File: config.mk
export PLATFORM = sky130hd
export DESIGN_NAME = fifo_uart_tx
export DESIGN_NICKNAME = d
export VERILOG_FILES = /design/src/rtl/fifo_uart_tx.sv
export SDC_FILE = /design/constraint.sdc
export NUM_CORES = 1
export LEC_CHECK = 0
export CAP_MARGIN = 30
export CORE_MARGIN = 1.5
export CORE_UTILIZATION = 35
export DETAILED_ROUTE_END_ITERATION = 16
export GPL_TIMING_DRIVEN = 0
export PLACE_DENSITY_LB_ADDON = 0.12
export SLEW_MARGIN = 20
export SYNTH_ARGS = -nofsm -noshare
export SYNTH_HDL_FRONTEND = slang
export SYNTH_SLANG_ARGS = --single-unit
File: constraint.sdc
create_clock -name clk -period 2.5 [get_ports clk]
set_input_delay 0.375 -clock clk [delete_from_list [all_inputs] [get_ports clk]]
set_output_delay 0.375 -clock clk [all_outputs]
set_load 0.01 [all_outputs]
File: src/rtl/fifo_uart_tx.sv
// fifo_uart_tx: drains bytes from fifo_mem and serializes each one as an
// asynchronous-serial frame: start bit, 8 data bits LSB first, optional even
// parity, one stop bit.
//
// Ports:
//   clk        system clock, rising edge
//   rst_n      synchronous active-low reset
//   enable     permits starting a new frame (sampled only in IDLE)
//   fifo_empty fifo_mem is_empty
//   fifo_data  fifo_mem data_out, valid the cycle after fifo_read
//   fifo_read  read strobe, one cycle per byte
//   tx         serial line, idle high
//   busy       high from FETCH through STOP
//   byte_done  one-cycle pulse after the stop bit
//   frame_cnt  bytes transmitted since reset (wraps)
module fifo_uart_tx #(
  parameter int unsigned CLKS_PER_BIT = 16,
  parameter int unsigned PARITY_EN    = 0
) (
  input  logic        clk,
  input  logic        rst_n,
  input  logic        enable,
  input  logic        fifo_empty,
  input  logic [7:0]  fifo_data,
  output logic        fifo_read,
  output logic        tx,
  output logic        busy,
  output logic        byte_done,
  output logic [15:0] frame_cnt
);

  localparam int unsigned BAUD_W = (CLKS_PER_BIT > 1) ? $clog2(CLKS_PER_BIT) : 1;
  localparam logic [BAUD_W-1:0] BAUD_LAST = BAUD_W'(CLKS_PER_BIT - 1);

  typedef enum logic [2:0] {
    S_IDLE,
    S_FETCH,
    S_WAIT,
    S_START,
    S_DATA,
    S_PARITY,
    S_STOP
  } state_t;

  state_t            state_q, state_d;
  logic [BAUD_W-1:0] baud_q, baud_d;
  logic [2:0]        bit_q, bit_d;
  logic [7:0]        shift_q, shift_d;
  logic              parity_q, parity_d;
  logic              tx_d, fifo_read_d, busy_d, byte_done_d;
  logic [15:0]       frame_cnt_d;
  logic              bit_end;

  // Last clock of the current serial bit.
  assign bit_end = (baud_q == BAUD_LAST);

  // State and registered outputs.
  always_ff @(posedge clk) begin
    if (!rst_n) begin
      state_q   <= S_IDLE;
      baud_q    <= '0;
      bit_q     <= '0;
      shift_q   <= '0;
      parity_q  <= 1'b0;
      tx        <= 1'b1;
      fifo_read <= 1'b0;
      busy      <= 1'b0;
      byte_done <= 1'b0;
      frame_cnt <= '0;
    end else begin
      state_q   <= state_d;
      baud_q    <= baud_d;
      bit_q     <= bit_d;
      shift_q   <= shift_d;
      parity_q  <= parity_d;
      tx        <= tx_d;
      fifo_read <= fifo_read_d;
      busy      <= busy_d;
      byte_done <= byte_done_d;
      frame_cnt <= frame_cnt_d;
    end
  end

  // Next-state and next-output logic; outputs are the values for the next cycle.
  always_comb begin
    state_d     = state_q;
    baud_d      = baud_q;
    bit_d       = bit_q;
    shift_d     = shift_q;
    parity_d    = parity_q;
    tx_d        = tx;
    fifo_read_d = 1'b0;
    byte_done_d = 1'b0;
    frame_cnt_d = frame_cnt;

    unique case (state_q)
      S_IDLE: begin
        tx_d = 1'b1;
        if (enable && !fifo_empty) begin
          state_d     = S_FETCH;
          fifo_read_d = 1'b1;
        end
      end

      S_FETCH: begin
        state_d = S_WAIT;
      end

      // fifo_data is valid now; latch it and drive the start bit next cycle.
      S_WAIT: begin
        shift_d  = fifo_data;
        parity_d = ^fifo_data;
        tx_d     = 1'b0;
        baud_d   = '0;
        bit_d    = '0;
        state_d  = S_START;
      end

      S_START: begin
        if (bit_end) begin
          baud_d  = '0;
          tx_d    = shift_q[0];
          state_d = S_DATA;
        end else begin
          baud_d = baud_q + BAUD_W'(1);
        end
      end

      S_DATA: begin
        if (bit_end) begin
          baud_d  = '0;
          shift_d = {1'b0, shift_q[7:1]};
          if (bit_q == 3'd7) begin
            if (PARITY_EN != 0) begin
              tx_d    = parity_q;
              state_d = S_PARITY;
            end else begin
              tx_d    = 1'b1;
              state_d = S_STOP;
            end
          end else begin
            bit_d = bit_q + 3'd1;
            tx_d  = shift_q[1];
          end
        end else begin
          baud_d = baud_q + BAUD_W'(1);
        end
      end

      S_PARITY: begin
        if (bit_end) begin
          baud_d  = '0;
          tx_d    = 1'b1;
          state_d = S_STOP;
        end else begin
          baud_d = baud_q + BAUD_W'(1);
        end
      end

      S_STOP: begin
        if (bit_end) begin
          baud_d      = '0;
          tx_d        = 1'b1;
          byte_done_d = 1'b1;
          frame_cnt_d = frame_cnt + 16'd1;
          state_d     = S_IDLE;
        end else begin
          baud_d = baud_q + BAUD_W'(1);
        end
      end

      default: begin
        tx_d    = 1'b1;
        state_d = S_IDLE;
      end
    endcase

    busy_d = (state_d != S_IDLE);
  end

endmodule

==> results.toml <==
[outcome]
outcome = "finished clean"

[sta]
worstMarginPinSlew_ps = 477.1
period_minus_slack_ps = 2036
drv_slew = 0
finalCritPeriodShare_pct = 81.43
max-slew-margin-rel_pct = 68.19
hold_violations = 0
totalNegativeSetupSlack_ps = 0
setup_viol = 0
max_freq_ghz = 0.4912
rsz0062_at_grt = "no"
finalClockSkew_ps = 7.182

[critical_path]
crit_top_cell = "buf_2"
required_ps = 2740
slowest_stage = "dfxtp_1"
critPathLaunchType = "flip-flop"
crit_buf_inv = 2
crit_fanout = 10
critPathKind = "reg2reg"
crit_arrival_ps = 2280
path_cells = "ha_1 -> buf_2 -> and3_1 -> buf_2 -> nand2_1 -> a21oi_2 -> o221a_2"
crit_family = "compound AO/OA/AOI/OAI gates"
max_stage_delay_ps = 400
endpoint_kind = "flip-flop"

[clock_tree]
htreeDepth = 2
cts_hold_buf = 0
cts.sinks = 38
cts_buffers = 5
clockBufferDepth = 2
cts_resized = 0
insertion_delay_ps = 290
root_buffer = "clkbuf_8"
post-cts-setup-buffers = 0
clk_pin_slew_worst_paths_ps = 80
cts_tree = "built"

[global_routing]
antenna_found_initial = 0
grt_max_degree = 13
grt_pass1_vias = 1630
grt_first_pass_wirelength_um = 7665
grt_util_all_layers_pct = 15.88
overflow = 0

[routing]
route.detailed.drc = 0
avgRoutedWirePerCell_um = 13.65
routed_wl_um = 4477
num_vias = 1807
ant_nets = 0
dr.pass1.iters = 4
viasPerCell = 5.509
drt_iter0_drc = 62

[power_and_ir_drop]
p_leak_nw = 0.8451
p_comb_share_pct = 16.7
vdd.ir_drop.worst_mv = 0.3553
pwr-share-clk_pct = 33.5
switchingPower_w = 0.0003707
intPower_w = 0.0009636
swShare_pct = 27.78
seqPwrFrac_pct = 49.8
powerDensity_nw_per_um2 = 548.6

[yosys]
synth_edf_count = 0
synthTopCellsByArea = "dfxtp_1 39%, o221a_2 4.1%, a21oi_1 3.9%"
seq_area_frac_synth_pct = 39.23
ys.flop_type = "dfxtp_1"
synth_largest_area_cell = "dfxtp_1"
yosys_warnings = 0
syn_area_per_cell_sq_um = 8.856
ys_types = 55
yosysMostFrequentCell = "dfxtp_1"
netlist_top_cells_count = "38 x dfxtp_1, 18 x nor2_1, 15 x a21oi_1"
syn_inst = 219
ys_async_sr_fraction_pct = 0
synth_fp_nets = 235
synth_seq_cells = 38
yosys.area.top_type_share_pct = 39.23
synthesis.area_sq_um = 1939

[layout]
drive_above_1_share_pct = 10.85
post-route-util_pct = 46.44
fillerInstances = 516
diodes = 0
area_growth_syn_to_layout_pct = 25.42
fin_nets = 273

[die]
die_x_um = 77.44
io-pin-count = 32
fp-row-count = 26
start_util_pct = 37.03
die_h_um = 77.44
core_sq_um = 5238
fp.dieArea_sq_um = 5997

[placed_design]
globalplace.congestion = 0.8368
portBuffers = 31
dp_hpwl_um = 3190

[hold_path]
hp-class = "reg2reg"

[flow_run]
drv_cap = 0
-- tightest hold or removal path: stages (launching register included) --
cell	delay (ps)
dfxtp_1	320
o31ai_1	60
a21oi_1	60
-- routing by layer --
layer  track usage (%)  wire length [um]  up-vias
li1                  -                 -      915
met1             21.27              2174      836
met2             23.86              1997       47
met3             4.118               218        9
met4             7.091                87        0
met5                 0                 0        -
-- power groups by stage --
stage               clock (W)  combinational [W]  sequential, W
finish               0.000447           0.000223       0.000664
global route         0.000495           0.000246       0.000670
CTS                  0.000465           0.000222       0.000664
detailed placement          0           0.000221       0.000677
global placement            0           0.000225       0.000677
floorplan                   0           0.000152       0.000674
-- final timing paths --
check / start / depth (start not counted) / slack (ps) / endpoint
worst max-delay path: baud_q[0] / 7 / 460 / shift_q[5]
worst min-delay path: frame_cnt[15] / 2 / 490 / frame_cnt[15]
worst max register to register: baud_q[0] / 7 / 460 / shift_q[5]
worst min register to register: frame_cnt[15] / 2 / 490 / frame_cnt[15]
-- final cells by class --
type | instances | area, sq um | area share (%)
Inverter | 4 | 15.01 | 0.6173
Multi-Input combinational cell | 160 | 1086 | 44.65
Clock inverter | 2 | 12.51 | 0.5144
Sequential cell | 38 | 760.7 | 31.28
Timing Repair Buffer | 31 | 310.3 | 12.76
Tap cell | 70 | 87.58 | 3.601
Buffer | 17 | 77.57 | 3.189
Clock buffer | 6 | 82.58 | 3.395
-- stage by stage --
| stage | setup WS (ps) | cell area [sq um] | std cells | hold slack, ps | total power (W) |
|---|---|---|---|---|---|
| after detailed placement | 521.6 | 2337 | 320 | 476.8 | 0.0008979 |
| after global routing | 318.0 | 2432 | 328 | 510.9 | 0.001411 |
| after global placement | 468.5 | 2337 | 320 | 464.6 | 0.0009022 |
| after floorplan | 768.6 | 1939 | 219 | 453.6 | 0.0008263 |
| after CTS | 492.6 | 2432 | 328 | 491.2 | 0.001351 |
| final | 464.2 | 2432 | 328 | 485.2 | 0.001334 |
-- sequential cells by signal, summed over array words and instances, names as in the netlist --
| name | flops |
|---|---|
| byte_done | 1 |
| baud_q | 4 |
| frame_cnt | 16 |
| state_q | 3 |
| fifo_read | 1 |
| shift_q | 8 |
| tx | 1 |
| busy | 1 |
| bit_q | 3 |
-- layout by cell type, fill, tap and decap left out, types with 2 or more instances in the layout --
master,count
clkdlybuf4s50_1,31
nand2_1,9
nor2b_1,4
inv_1,4
o211ai_1,3
and3_1,3
o21ai_0,11
nor2_1,18
nand3_1,11
clkbuf_8,6
nand4_1,3
o22ai_1,2
o31ai_1,6
a22oi_1,2
buf_2,4
and4_1,2
and4b_1,3
a21oi_1,15
nand2b_1,3
o221a_2,7
o22a_1,7
xnor2_1,3
or4_1,6
ha_1,4
buf_1,2
a31oi_1,3
nor3_1,3
a22o_1,2
xor2_1,5
clkbuf_1,9
nor4_1,2
dfxtp_1,38
-- kinds of logic after synthesis --
logic type,share of synthesized area [%]
buffers and inverters,4.774
AO/OA/AOI/OAI,25.94
flip-flops,39.23
AND/OR/NAND/NOR,23.36
adder cells (fa/ha/maj),2.581
multiplexers,0.5161
XOR/XNOR,3.613
(Power assumes the default switching activity.)
